--- src/rtl/ps2_key_decoder_if.sv ---
// Byte-stream and character-FIFO signals between a PS/2 receiver/terminal side
// (master) and the scan-code decoder (slave).
interface ps2_key_decoder_if;
    logic [7:0] scan_data;
    logic       scan_valid;
    logic       key_rd;
    logic [7:0] key_ascii;
    logic       key_valid;
    logic       shift_st;
    logic       ctrl_st;
    logic       caps_st;
    logic       overflow;

    modport master (
        output scan_data, scan_valid, key_rd,
        input  key_ascii, key_valid, shift_st, ctrl_st, caps_st, overflow
    );

    modport slave (
        input  scan_data, scan_valid, key_rd,
        output key_ascii, key_valid, shift_st, ctrl_st, caps_st, overflow
    );
endinterface

--- src/rtl/ps2_key_decoder.sv ---
// PS/2 set-2 scan-code parser, modifier tracker and ASCII FIFO.
// Define PS2_EXT_KEYS_EN to translate cursor/navigation keys to codes 7Fh..85h.
module ps2_key_decoder #(
    parameter int FIFO_DEPTH = 8
) (
    input  logic               clk,
    input  logic               clr_n,
    ps2_key_decoder_if.slave   bus
);

    localparam int AW = $clog2(FIFO_DEPTH);
    localparam logic [AW:0] FULL_CNT = (AW+1)'(FIFO_DEPTH);

    typedef enum logic [1:0] {
        ST_IDLE,
        ST_BRK,
        ST_EXT,
        ST_EXT_BRK
    } state_t;

    // Lower-case letter for a normal make code; bit 8 flags a hit.
    function automatic logic [8:0] letter_lc(input logic [7:0] c);
        case (c)
            8'h1C: return {1'b1, 8'h61};
            8'h32: return {1'b1, 8'h62};
            8'h21: return {1'b1, 8'h63};
            8'h23: return {1'b1, 8'h64};
            8'h24: return {1'b1, 8'h65};
            8'h2B: return {1'b1, 8'h66};
            8'h34: return {1'b1, 8'h67};
            8'h33: return {1'b1, 8'h68};
            8'h43: return {1'b1, 8'h69};
            8'h3B: return {1'b1, 8'h6A};
            8'h42: return {1'b1, 8'h6B};
            8'h4B: return {1'b1, 8'h6C};
            8'h3A: return {1'b1, 8'h6D};
            8'h31: return {1'b1, 8'h6E};
            8'h44: return {1'b1, 8'h6F};
            8'h4D: return {1'b1, 8'h70};
            8'h15: return {1'b1, 8'h71};
            8'h2D: return {1'b1, 8'h72};
            8'h1B: return {1'b1, 8'h73};
            8'h2C: return {1'b1, 8'h74};
            8'h3C: return {1'b1, 8'h75};
            8'h2A: return {1'b1, 8'h76};
            8'h1D: return {1'b1, 8'h77};
            8'h22: return {1'b1, 8'h78};
            8'h35: return {1'b1, 8'h79};
            8'h1A: return {1'b1, 8'h7A};
            default: return 9'h000;
        endcase
    endfunction

    // Digits, punctuation and fixed control keys; only Shift affects them.
    function automatic logic [8:0] symbol_map(input logic [7:0] c, input logic shift);
        case (c)
            8'h16: return {1'b1, shift ? 8'h21 : 8'h31};
            8'h1E: return {1'b1, shift ? 8'h40 : 8'h32};
            8'h26: return {1'b1, shift ? 8'h23 : 8'h33};
            8'h25: return {1'b1, shift ? 8'h24 : 8'h34};
            8'h2E: return {1'b1, shift ? 8'h25 : 8'h35};
            8'h36: return {1'b1, shift ? 8'h5E : 8'h36};
            8'h3D: return {1'b1, shift ? 8'h26 : 8'h37};
            8'h3E: return {1'b1, shift ? 8'h2A : 8'h38};
            8'h46: return {1'b1, shift ? 8'h28 : 8'h39};
            8'h45: return {1'b1, shift ? 8'h29 : 8'h30};
            8'h4E: return {1'b1, shift ? 8'h5F : 8'h2D};
            8'h55: return {1'b1, shift ? 8'h2B : 8'h3D};
            8'h54: return {1'b1, shift ? 8'h7B : 8'h5B};
            8'h5B: return {1'b1, shift ? 8'h7D : 8'h5D};
            8'h4C: return {1'b1, shift ? 8'h3A : 8'h3B};
            8'h52: return {1'b1, shift ? 8'h22 : 8'h27};
            8'h0E: return {1'b1, shift ? 8'h7E : 8'h60};
            8'h41: return {1'b1, shift ? 8'h3C : 8'h2C};
            8'h49: return {1'b1, shift ? 8'h3E : 8'h2E};
            8'h4A: return {1'b1, shift ? 8'h3F : 8'h2F};
            8'h5D: return {1'b1, shift ? 8'h7C : 8'h5C};
            8'h29: return {1'b1, 8'h20};
            8'h5A: return {1'b1, 8'h0D};
            8'h66: return {1'b1, 8'h08};
            8'h0D: return {1'b1, 8'h09};
            8'h76: return {1'b1, 8'h1B};
            default: return 9'h000;
        endcase
    endfunction

`ifdef PS2_EXT_KEYS_EN
    function automatic logic [8:0] ext_map(input logic [7:0] c);
        case (c)
            8'h75: return {1'b1, 8'h80};
            8'h72: return {1'b1, 8'h81};
            8'h6B: return {1'b1, 8'h82};
            8'h74: return {1'b1, 8'h83};
            8'h6C: return {1'b1, 8'h84};
            8'h69: return {1'b1, 8'h85};
            8'h71: return {1'b1, 8'h7F};
            default: return 9'h000;
        endcase
    endfunction
`endif

    state_t          r_state;
    state_t          w_state_nxt;
    logic            w_ignore;
    logic            w_evt;
    logic            w_evt_brk;
    logic            w_evt_ext;

    logic            r_lshift, r_rshift, r_lctrl, r_rctrl;
    logic            r_caps, r_caps_held;
    logic            w_shift, w_ctrl;
    logic            w_is_lshift, w_is_rshift, w_is_lctrl, w_is_rctrl, w_is_caps, w_is_mod;

    logic [8:0]      w_letter;
    logic [8:0]      w_symbol;
    logic            w_hit;
    logic [7:0]      w_char;
    logic            w_push;

    logic [7:0]      r_mem [FIFO_DEPTH];
    logic [AW-1:0]   r_wr_ptr, r_rd_ptr;
    logic [AW:0]     r_count;
    logic            r_overflow;
    logic            w_full, w_empty, w_pop, w_wr_en;

    // Status/ack bytes from the keyboard carry no key information.
    assign w_ignore = (bus.scan_data == 8'hAA) || (bus.scan_data == 8'hFA) ||
                      (bus.scan_data == 8'hEE) || (bus.scan_data == 8'hFE) ||
                      (bus.scan_data == 8'h00) || (bus.scan_data == 8'hFF);

    always_ff @(posedge clk or negedge clr_n) begin
        if (!clr_n) r_state <= ST_IDLE;
        else        r_state <= w_state_nxt;
    end

    // NOTE: every combinational output gets a default first so no path leaves it unassigned (no latch).
    always_comb begin
        w_state_nxt = r_state;
        w_evt       = 1'b0;
        w_evt_brk   = 1'b0;
        w_evt_ext   = 1'b0;
        if (bus.scan_valid && !w_ignore) begin
            case (r_state)
                ST_IDLE: begin
                    if (bus.scan_data == 8'hF0)      w_state_nxt = ST_BRK;
                    else if (bus.scan_data == 8'hE0) w_state_nxt = ST_EXT;
                    else                             w_evt = 1'b1;
                end
                ST_BRK: begin
                    w_evt       = 1'b1;
                    w_evt_brk   = 1'b1;
                    w_state_nxt = ST_IDLE;
                end
                ST_EXT: begin
                    if (bus.scan_data == 8'hF0)      w_state_nxt = ST_EXT_BRK;
                    else if (bus.scan_data == 8'hE0) w_state_nxt = ST_EXT;
                    else begin
                        w_evt       = 1'b1;
                        w_evt_ext   = 1'b1;
                        w_state_nxt = ST_IDLE;
                    end
                end
                ST_EXT_BRK: begin
                    w_evt       = 1'b1;
                    w_evt_brk   = 1'b1;
                    w_evt_ext   = 1'b1;
                    w_state_nxt = ST_IDLE;
                end
                default: w_state_nxt = ST_IDLE;
            endcase
        end
    end

    assign w_is_lshift = !w_evt_ext && (bus.scan_data == 8'h12);
    assign w_is_rshift = !w_evt_ext && (bus.scan_data == 8'h59);
    assign w_is_lctrl  = !w_evt_ext && (bus.scan_data == 8'h14);
    assign w_is_rctrl  =  w_evt_ext && (bus.scan_data == 8'h14);
    assign w_is_caps   = !w_evt_ext && (bus.scan_data == 8'h58);
    assign w_is_mod    = w_is_lshift | w_is_rshift | w_is_lctrl | w_is_rctrl | w_is_caps;

    assign w_shift = r_lshift | r_rshift;
    assign w_ctrl  = r_lctrl | r_rctrl;

    // NOTE: state updates use non-blocking assignments so every register samples pre-edge values.
    always_ff @(posedge clk or negedge clr_n) begin
        if (!clr_n) begin
            r_lshift    <= 1'b0;
            r_rshift    <= 1'b0;
            r_lctrl     <= 1'b0;
            r_rctrl     <= 1'b0;
            r_caps      <= 1'b0;
            r_caps_held <= 1'b0;
        end else if (w_evt) begin
            if (w_is_lshift) r_lshift <= !w_evt_brk;
            if (w_is_rshift) r_rshift <= !w_evt_brk;
            if (w_is_lctrl)  r_lctrl  <= !w_evt_brk;
            if (w_is_rctrl)  r_rctrl  <= !w_evt_brk;
            if (w_is_caps) begin
                if (w_evt_brk) begin
                    r_caps_held <= 1'b0;
                end else begin
                    // Typematic repeats arrive with caps_held set and leave the toggle alone.
                    if (!r_caps_held) r_caps <= ~r_caps;
                    r_caps_held <= 1'b1;
                end
            end
        end
    end

    always_comb begin
        w_letter = letter_lc(bus.scan_data);
        w_symbol = symbol_map(bus.scan_data, w_shift);
        w_hit    = 1'b0;
        w_char   = 8'h00;
        if (w_evt_ext) begin
`ifdef PS2_EXT_KEYS_EN
            {w_hit, w_char} = ext_map(bus.scan_data);
`endif
        end else if (w_letter[8]) begin
            w_hit = 1'b1;
            if (w_ctrl)                 w_char = w_letter[7:0] & 8'h1F;
            else if (w_shift ^ r_caps)  w_char = w_letter[7:0] & 8'hDF;
            else                        w_char = w_letter[7:0];
        end else if (w_symbol[8]) begin
            w_hit  = 1'b1;
            w_char = w_symbol[7:0];
        end
        w_push = w_evt && !w_evt_brk && !w_is_mod && w_hit;
    end

    assign w_empty = (r_count == '0);
    assign w_full  = (r_count == FULL_CNT);
    assign w_pop   = bus.key_rd && !w_empty;
    // A pop in the same cycle frees the slot, so a full FIFO still accepts the push.
    assign w_wr_en = w_push && (!w_full || w_pop);

    always_ff @(posedge clk or negedge clr_n) begin
        if (!clr_n) begin
            r_wr_ptr   <= '0;
            r_rd_ptr   <= '0;
            r_count    <= '0;
            r_overflow <= 1'b0;
        end else begin
            if (w_wr_en) r_wr_ptr <= r_wr_ptr + 1'b1;
            if (w_pop)   r_rd_ptr <= r_rd_ptr + 1'b1;
            case ({w_wr_en, w_pop})
                2'b10:   r_count <= r_count + 1'b1;
                2'b01:   r_count <= r_count - 1'b1;
                default: r_count <= r_count;
            endcase
            if (w_push && w_full && !w_pop) r_overflow <= 1'b1;
        end
    end

    // NOTE: storage has no reset; the reset count masks stale entries from key_ascii.
    always_ff @(posedge clk) begin
        if (w_wr_en) r_mem[r_wr_ptr] <= w_char;
    end

    assign bus.key_valid = !w_empty;
    assign bus.key_ascii = w_empty ? 8'h00 : r_mem[r_rd_ptr];
    assign bus.shift_st  = w_shift;
    assign bus.ctrl_st   = w_ctrl;
    assign bus.caps_st   = r_caps;
    assign bus.overflow  = r_overflow;

endmodule

--- src/flat_wrapper.sv ---
// flat-port wrapper written by rule: the top's interface ports become plain ports
module ps2_key_decoder_flat 
#(
    parameter int FIFO_DEPTH = 8
)
  (clk, clr_n, bus_scan_data, bus_scan_valid, bus_key_rd, bus_key_ascii, bus_key_valid, bus_shift_st, bus_ctrl_st, bus_caps_st, bus_overflow);
  ps2_key_decoder_if bus_i ();
  input  logic clk;
  input  logic clr_n;
  input wire logic [$bits(bus_i.scan_data)-1:0] bus_scan_data;
  input wire logic [$bits(bus_i.scan_valid)-1:0] bus_scan_valid;
  input wire logic [$bits(bus_i.key_rd)-1:0] bus_key_rd;
  output wire logic [$bits(bus_i.key_ascii)-1:0] bus_key_ascii;
  output wire logic [$bits(bus_i.key_valid)-1:0] bus_key_valid;
  output wire logic [$bits(bus_i.shift_st)-1:0] bus_shift_st;
  output wire logic [$bits(bus_i.ctrl_st)-1:0] bus_ctrl_st;
  output wire logic [$bits(bus_i.caps_st)-1:0] bus_caps_st;
  output wire logic [$bits(bus_i.overflow)-1:0] bus_overflow;
  assign bus_i.scan_data = bus_scan_data;
  assign bus_i.scan_valid = bus_scan_valid;
  assign bus_i.key_rd = bus_key_rd;
  assign bus_key_ascii = bus_i.key_ascii;
  assign bus_key_valid = bus_i.key_valid;
  assign bus_shift_st = bus_i.shift_st;
  assign bus_ctrl_st = bus_i.ctrl_st;
  assign bus_caps_st = bus_i.caps_st;
  assign bus_overflow = bus_i.overflow;
  ps2_key_decoder #(.FIFO_DEPTH(FIFO_DEPTH)) u_core (.clk(clk), .clr_n(clr_n), .bus(bus_i));
endmodule
--- config.mk ---
export PLATFORM = sky130hd
export DESIGN_NAME = ps2_key_decoder_flat
export DESIGN_NICKNAME = d
export VERILOG_FILES = /design/src/rtl/ps2_key_decoder_if.sv /design/src/rtl/ps2_key_decoder.sv /design/src/flat_wrapper.sv
export SDC_FILE = /design/constraint.sdc
export NUM_CORES = 1
export LEC_CHECK = 0
export CAP_MARGIN = 5
export CORE_MARGIN = 5
export CORE_UTILIZATION = 25
export CTS_BUF_LIST = sky130_fd_sc_hd__clkbuf_8
export CTS_CLUSTER_DIAMETER = 60
export DETAILED_ROUTE_END_ITERATION = 16
export GPL_ROUTABILITY_DRIVEN = 0
export SLEW_MARGIN = 20
export SYNTH_ARGS = -nofsm -noshare
export SYNTH_HDL_FRONTEND = slang
export SYNTH_SLANG_ARGS = --single-unit
--- constraint.sdc ---
create_clock -name clk -period 3.27 [get_ports clk]
set_clock_uncertainty 0.1 [all_clocks]
set_input_delay 0.654 -clock clk [delete_from_list [all_inputs] [get_ports clk]]
set_output_delay 0.654 -clock clk [all_outputs]
set_load 0.01 [all_outputs]
**Yosys cells after proc, flatten, opt, wreduce, memory -nomap -nowiden**

Memories as Yosys holds them, arrays and structs flattened.
Index checks and enable logic that the tools add are counted.

- Register bits after elaboration: 19
- Bits in writable memories: 64
- Memory bits (read-only): 1024
- Input bits: 12
- Output and inout bits: 13
- Logic and storage cells: 159
- Memories kept: 2

- $add $sub $neg: 4
- Equal/unequal tests: 44
- Multiplexer cells: 49
- Bitwise operators: 10
- Reduce and logical (&&, ||, !) cells: 39

Memory list:

| name | words | width | rd ports | clocked after memory_dff | write ports | RTL line | RTL |
|---|---|---|---|---|---|---|---|
| (name not given) | 128 | 8 | 1 | 0 | 0 | ps2_key_decoder.sv:23 | `case (c)` |
| u_core.r_mem | 8 | 8 | 1 | 0 | 1 | ps2_key_decoder.sv:120 | `logic [7:0] r_mem [FIFO_DEPTH];` |

Operators by type and width:

| cell | count |
|---|---|
| case mux 9 bit (26 select lines) | 1 |
| == test 8 x 7 -> 1 bit, second input constant | 17 |
| 2-to-1 mux 5 bit | 13 |
| == test 8 x 6 -> 1 bit, second input constant | 7 |
| == test 8 bit, second input constant | 7 |
| 2-to-1 mux 8 bit | 5 |
| == test 8 x 5 -> 1 bit, second input constant | 4 |
| 2-to-1 mux 6 bit | 4 |
| 2-to-1 mux 7 bit | 3 |
| == test 8 x 4 -> 1 bit, second input constant | 2 |
| logical AND 1 bit | 13 |
| 2-to-1 mux 1 bit | 13 |
| AND reduction 2 bit | 6 |
| 2-to-1 mux 9 bit | 1 |
| logical NOT 8 bit | 1 |
| 2-to-1 mux 2 bit | 4 |
| case mux 4 bit (2 select lines) | 1 |
| logical NOT 1 bit | 7 |
| adder 3 x 1 -> 3 bit, second input constant | 2 |
| == test 2 bit, second input constant | 3 |
| logical OR 1 bit | 6 |
| OR 1 bit | 6 |
| case mux 2 bit (3 select lines) | 1 |
| adder 4 x 1 -> 4 bit, second input constant | 1 |
| other kinds (13) | 18 |

**Depth between registers and ports, before layout**

- Word-level depth: 21
- Depth in mapped cells: 15
- Depth with buffers taken out: 14

**Worst setup path before layout**

Ideal clock, no wire load.

- Kind: in2reg
- From: input port bus_scan_data[1]
- To: register u_core.r_count[3]
- Library setup time: 90 ps
- Arrival time: 3642 ps
- Data required time: 3080 ps
- Setup slack: -562 ps
- Stages on the path: 15
- Buffers on the path: 1
- Cells stage by stage: inv_1 ha_1 clkbuf_1 nand3_1 o211a_1 o22ai_1 a31o_2 o41a_1 nand2b_1 inv_1 ha_1 a21o_1 a21o_1 or4_1 o2111ai_1

- Word-level cells in the longest chain between the ends: 21
- Elaborated cells between the ends (all ways): 78
- Those cells by class: eq/ne (39); mux (13); bitwise (4); reduce/logical (21); memory (1)

Ends and longest elaborated chain:

| what | RTL line | RTL |
|---|---|---|
| from (decl) | flat_wrapper.sv:10 | `input wire logic [$bits(bus_i.scan_data)-1:0] bus_scan_data;` |
| == test 8 bit | ps2_key_decoder.sv:127 | `assign w_ignore = (bus.scan_data == 8'hAA) \|\| (bus.scan_data == 8'hFA) \|\|` |
| logical OR 1 bit (2 in series) | ps2_key_decoder.sv:127 |  |
| logical OR 1 bit (2 in series) | ps2_key_decoder.sv:128 | `(bus.scan_data == 8'hEE) \|\| (bus.scan_data == 8'hFE) \|\|` |
| logical OR 1 bit | ps2_key_decoder.sv:129 | `(bus.scan_data == 8'h00) \|\| (bus.scan_data == 8'hFF);` |
| logical NOT 1 bit | ps2_key_decoder.sv:142 | `if (bus.scan_valid && !w_ignore) begin` |
| logical AND 1 bit | ps2_key_decoder.sv:142 |  |
| 2-to-1 mux 1 bit | ps2_key_decoder.sv:142 |  |
| logical NOT 1 bit | - |  |
| logical AND 1 bit, on equally long branches | ps2_key_decoder.sv:174, ps2_key_decoder.sv:175 |  |
| OR 1 bit (4 in series) | ps2_key_decoder.sv:179 | `assign w_is_mod = w_is_lshift \| w_is_rshift \| w_is_lctrl \| w_is_rctrl \| w_is_caps;` |
| logical NOT 1 bit | ps2_key_decoder.sv:228 | `w_push = w_evt && !w_evt_brk && !w_is_mod && w_hit;` |
| logical AND 1 bit | ps2_key_decoder.sv:228 |  |
| logical AND 1 bit (*) | ps2_key_decoder.sv:228 |  |
| logical AND 1 bit (*) | ps2_key_decoder.sv:235 | `assign w_wr_en = w_push && (!w_full \|\| w_pop);` |
| == test 2 x 1 -> 1 bit / == test 2 bit (equally long branches) | ps2_key_decoder.sv:246 | `case ({w_wr_en, w_pop})` |
| case mux 4 bit (2 select lines) / nonzero test 2 bit (equally long branches) | - |  |
| to (signal assigned) | ps2_key_decoder.sv:247 | `2'b10: r_count <= r_count + 1'b1;` |
| to (signal assigned) | ps2_key_decoder.sv:248 | `2'b01: r_count <= r_count - 1'b1;` |
| to (signal assigned) | ps2_key_decoder.sv:249 | `default: r_count <= r_count;` |
| to (decl) | ps2_key_decoder.sv:122 | `logic [AW:0] r_count;` |

Mark *: on every way between the ends. The rest lies on a longest branch, timed or not.
A chain may end at the register's enable or synchronous reset.

**Worst setup path in the final report**

Ends and elaborated chain as after synthesis.

==> qor.json <==
{
  "result_of_the_run": {"value": "finished, violations left"},
  "violated_checks": {"value": "negative setup slack"},
  "slowest_stage": {"value": "sky130_fd_sc_hd__o41a_1"},
  "p_per_area": {"value": 503, "unit": "nW/um2"},
  "max-slew-margin-rel": {"value": 38.9, "unit": "%"},
  "cts_htree_levels": {"value": 3},
  "grt_pass1_vias": {"value": 4224},
  "die_area": {"value": 21300, "unit": "um2"},
  "detail_route.vias_per_cell": {"value": 5.20},
  "synth_area_per_cell": {"value": 11.0, "unit": "um2"},
  "initial_utilization": {"value": 25.6, "unit": "%"},
  "crit_path_start_kind": {"value": "primary input"},
  "drt-pass1-iter-count": {"value": 7},
  "tritoncts_clock_tree": {"value": "done"},
  "cts_buffer_depth": {"value": 2},
  "vdd.ir_drop.worst": {"value": 246, "unit": "uV"},
  "die_h": {"value": 146, "unit": "um"},
  "core": {"value": 18100, "unit": "um2"},
  "synth.cell_area": {"value": 4620, "unit": "um2"},
  "track_usage": {"value": 12.7, "unit": "%"},
  "synthTopCellsByCount": {"value": "56 x sky130_fd_sc_hd__edfxtp_1, 37 x sky130_fd_sc_hd__nand2_1, 32 x sky130_fd_sc_hd__a21oi_1"},
  "grt_antenna_before_repair": {"value": 0},
  "fmax": {"value": 0.284, "unit": "GHz"},
  "grt_max_degree": {"value": 21},
  "finalCriticalPeriod": {"value": 3.52, "unit": "ns"},
  "ys_top_cells_by_area": {"value": "sky130_fd_sc_hd__edfxtp_1 36%, sky130_fd_sc_hd__dfrtp_1 10%, sky130_fd_sc_hd__mux4_2 6.8%"},
  "slowest_delay": {"value": 0.45, "unit": "ns"},
  "timing.critical_path.arrival": {"value": 3.68, "unit": "ns"},
  "vias_after_detailed_routing": {"value": 4162},
  "power.static_leakage": {"value": 2.59, "unit": "nW"},
  "ys_seq_area_share": {"value": 46.7, "unit": "%"},
  "clock_latency": {"value": 0.35, "unit": "ns"},
  "critical_path_required": {"value": 3.44, "unit": "ns"},
  "synthDistinctLibCells": {"value": 75},
  "hold_path_class": {"value": "flip-flop to flip-flop"},
  "crit_path_max_fanout": {"value": 6},
  "hold-worst-slack": {"value": 0.357, "unit": "ns"},
  "tritoncts.num_buffers": {"value": 9},
  "wire_length_of_the_first_global_routing_pass": {"value": 22000, "unit": "um"},
  "post-route-util": {"value": 36.7, "unit": "%"},
  "synthesized_instance_count": {"value": 420},
  "num_antenna_cells": {"value": 0},
  "design.final.nets": {"value": 591},
  "place_hpwl": {"value": 10300, "unit": "um"},
  "slew_violations": {"value": 0},
  "synth-warning-count": {"value": 0},
  "ant_nets": {"value": 0},
  "clock_tree.root_cell": {"value": "sky130_fd_sc_hd__clkbuf_8"},
  "wl": {"value": 13500, "unit": "um"},
  "synth_seq_cells": {"value": 75},
  "tightestPinTransition": {"value": 0.913, "unit": "ns"},
  "fp.dieW": {"value": 146, "unit": "um"},
  "cp-end-kind": {"value": "flip-flop"},
  "cts.hold.buffers_added": {"value": 0},
  "critical_path.cell_chain": {"value": "buf_8 > buf_6 > ha_4 > buf_6 > nand3b_1 > nor3_4 > a2111oi_4 > nand3_2 > o41a_1 > nand2b_4 > inv_4 > ha_4 > a21o_1 > a21o_1 > or4_4 > o2111ai_2"},
  "layout_worst_path_cycle_share": {"value": 108, "unit": "%"},
  "drtIter0Drc": {"value": 312},
  "post-route-drc-count": {"value": 0},
  "clkTransAtPathRegs": {"value": 0.07, "unit": "ns"},
  "synth_top_area_share": {"value": 36.4, "unit": "%"},
  "overflow_left_after_global_routing": {"value": 0},
  "unrepaired_setup_endpoints_after_global_routing": {"value": "yes"},
  "final.setup.worst_slack": {"value": -0.248, "unit": "ns"},
  "ys.flop_type": {"value": "sky130_fd_sc_hd__edfxtp_1"},
  "flow.area_growth_from_synthesis": {"value": 43.6, "unit": "%"},
  "finalHoldViolCount": {"value": 0},
  "port-buffer-count": {"value": 23},
  "worst-setup-path-type": {"value": "primary input to flip-flop"},
  "finalSetupViolCount": {"value": 3},
  "syn-num-nets": {"value": 444},
  "drive_above_1_share": {"value": 40.6, "unit": "%"},
  "synth_top_area_cell": {"value": "sky130_fd_sc_hd__edfxtp_1"},
  "placementRows": {"value": 49},
  "yosysMostFrequentCell": {"value": "sky130_fd_sc_hd__edfxtp_1"},
  "n_fill_cell": {"value": 1730},
  "cts_sinks": {"value": 75},
  "synth_enable_flop_cells": {"value": 56},
  "asr_flop_ratio_synth": {"value": 25.3, "unit": "%"},
  "top_level_ports": {"value": 25},
  "avgRoutedWirePerCell": {"value": 16.9, "unit": "um"},
  "max-cap-violations": {"value": 0}
}
sequential cells by signal, indices dropped and copies added, names as in the netlist:
| name | cells |
|---|---|
| u_core.r_rshift | 1 |
| u_core.r_lctrl | 1 |
| u_core.r_count | 4 |
| u_core.r_state | 2 |
| u_core.r_lshift | 1 |
| u_core.r_caps_held | 1 |
| u_core.bus.overflow | 1 |
| u_core.r_rd_ptr | 3 |
| u_core.r_mem | 56 |
| u_core.r_wr_ptr | 3 |
| u_core.r_rctrl | 1 |
| u_core.bus.caps_st | 1 |
placed cells by master, fill, tap and decap left out, types with 4 or more instances in the layout:
cell,count
sky130_fd_sc_hd__buf_4,126
sky130_fd_sc_hd__edfxtp_1,56
sky130_fd_sc_hd__nand2_1,36
sky130_fd_sc_hd__a21oi_1,29
sky130_fd_sc_hd__nor2_1,23
sky130_fd_sc_hd__o21ai_0,20
sky130_fd_sc_hd__dfrtp_1,19
sky130_fd_sc_hd__clkdlybuf4s50_1,15
sky130_fd_sc_hd__mux4_2,14
sky130_fd_sc_hd__mux2i_1,11
sky130_fd_sc_hd__inv_1,10
sky130_fd_sc_hd__nand3_1,10
sky130_fd_sc_hd__nor3_1,10
sky130_fd_sc_hd__xnor2_1,9
sky130_fd_sc_hd__clkbuf_8,9
sky130_fd_sc_hd__buf_6,7
sky130_fd_sc_hd__buf_12,7
sky130_fd_sc_hd__nor3_4,6
sky130_fd_sc_hd__nand2b_1,6
sky130_fd_sc_hd__ha_1,6
sky130_fd_sc_hd__nand3_2,5
sky130_fd_sc_hd__o31ai_1,5
sky130_fd_sc_hd__o22ai_1,5
sky130_fd_sc_hd__ha_4,5
sky130_fd_sc_hd__nand3b_1,4
sky130_fd_sc_hd__nor3_2,4
sky130_fd_sc_hd__a31oi_1,4
sky130_fd_sc_hd__a21o_1,4
sky130_fd_sc_hd__nor4_1,4
sky130_fd_sc_hd__mux2_2,4
layer usage:
layer	track usage (%)	share of wire, %
met1	16.1	43
met2	21.5	49
met3	2.49	6.0
met4	4.33	2.3
met5	0	0
layout make-up:
type / count / area, um2 / area share [%]
clock inverter: 6 / 57.6 / 0.867
multi-input combinational: 304 / 2520 / 38.0
inverter: 13 / 56.3 / 0.848
clock buffer: 9 / 124 / 1.87
timing repair buffer: 164 / 1430 / 21.6
tap: 229 / 287 / 4.32
sequential: 75 / 2160 / 32.5
worst paths after layout:
| check | start | endpoint | slack (ns) | depth (start not counted) |
|---|---|---|---|---|
| max | bus_scan_data[1] | u_core.r_count[3] | -0.25 | 16 |
| min reg2reg | u_core.bus.overflow | u_core.bus.overflow | 0.36 | 1 |
| max reg2reg | u_core.r_state[0] | u_core.r_count[3] | 0.34 | 11 |
| min in group asynchronous | clr_n | u_core.r_rd_ptr[2] | 0.71 | 1 |
| max in group asynchronous | clr_n | u_core.r_wr_ptr[1] | 1.80 | 1 |
| min | u_core.bus.overflow | u_core.bus.overflow | 0.36 | 1 |
critical path: cells and delay by family:
family          cells  cell delay, ns
simple gates        5            1.00
fa+ha+maj           2            0.36
buf+inv             4            0.39
compound gates      5            1.28
power breakdown:
part	internal, mW	total, mW	switching (mW)
clock network	0.343	0.679	0.336
logic	0.757	1.40	0.640
registers	1.13	1.26	0.138
total	2.23	3.34	1.11
through the flow:
step                      instances  setup WS [ns]  total power [mW]  TNS (ns)  area (um2)
after floorplan                 420         -0.426              2.04     -2.68        4750
after global placement          767         -0.863              2.54    -60.00        6110
after detailed placement        767         -0.975              2.59    -69.39        6110
after CTS                       794         -0.150              3.34    -0.150        6540
after global routing            800         -0.356              3.55     -1.04        6640
final                           800         -0.248              3.34    -0.413        6640
logic make-up (layout without fill, tap and decap cells):
family                     after synthesis  after routing  synth area share, %
AOI/OAI and AO/OA                      101            101                 14.5
xor gates and xnor gates                10             10                 1.89
adders and majority gates               12             12                 3.41
buffers and inverters                   41            192                 4.11
DFF                                     75             75                 46.7
muxes                                   31             31                 10.6
other                                    1              1               0.0811
and+or+nand+nor                        149            149                 18.7
timing repair:
item,4_1_cts,5_1_grt
gates cloned,1,0
setup endpoints to repair,121,19
gates resized for setup,58,14
pin swaps,16,12
setup buffers,11,6
(Power assumes the default switching activity.)
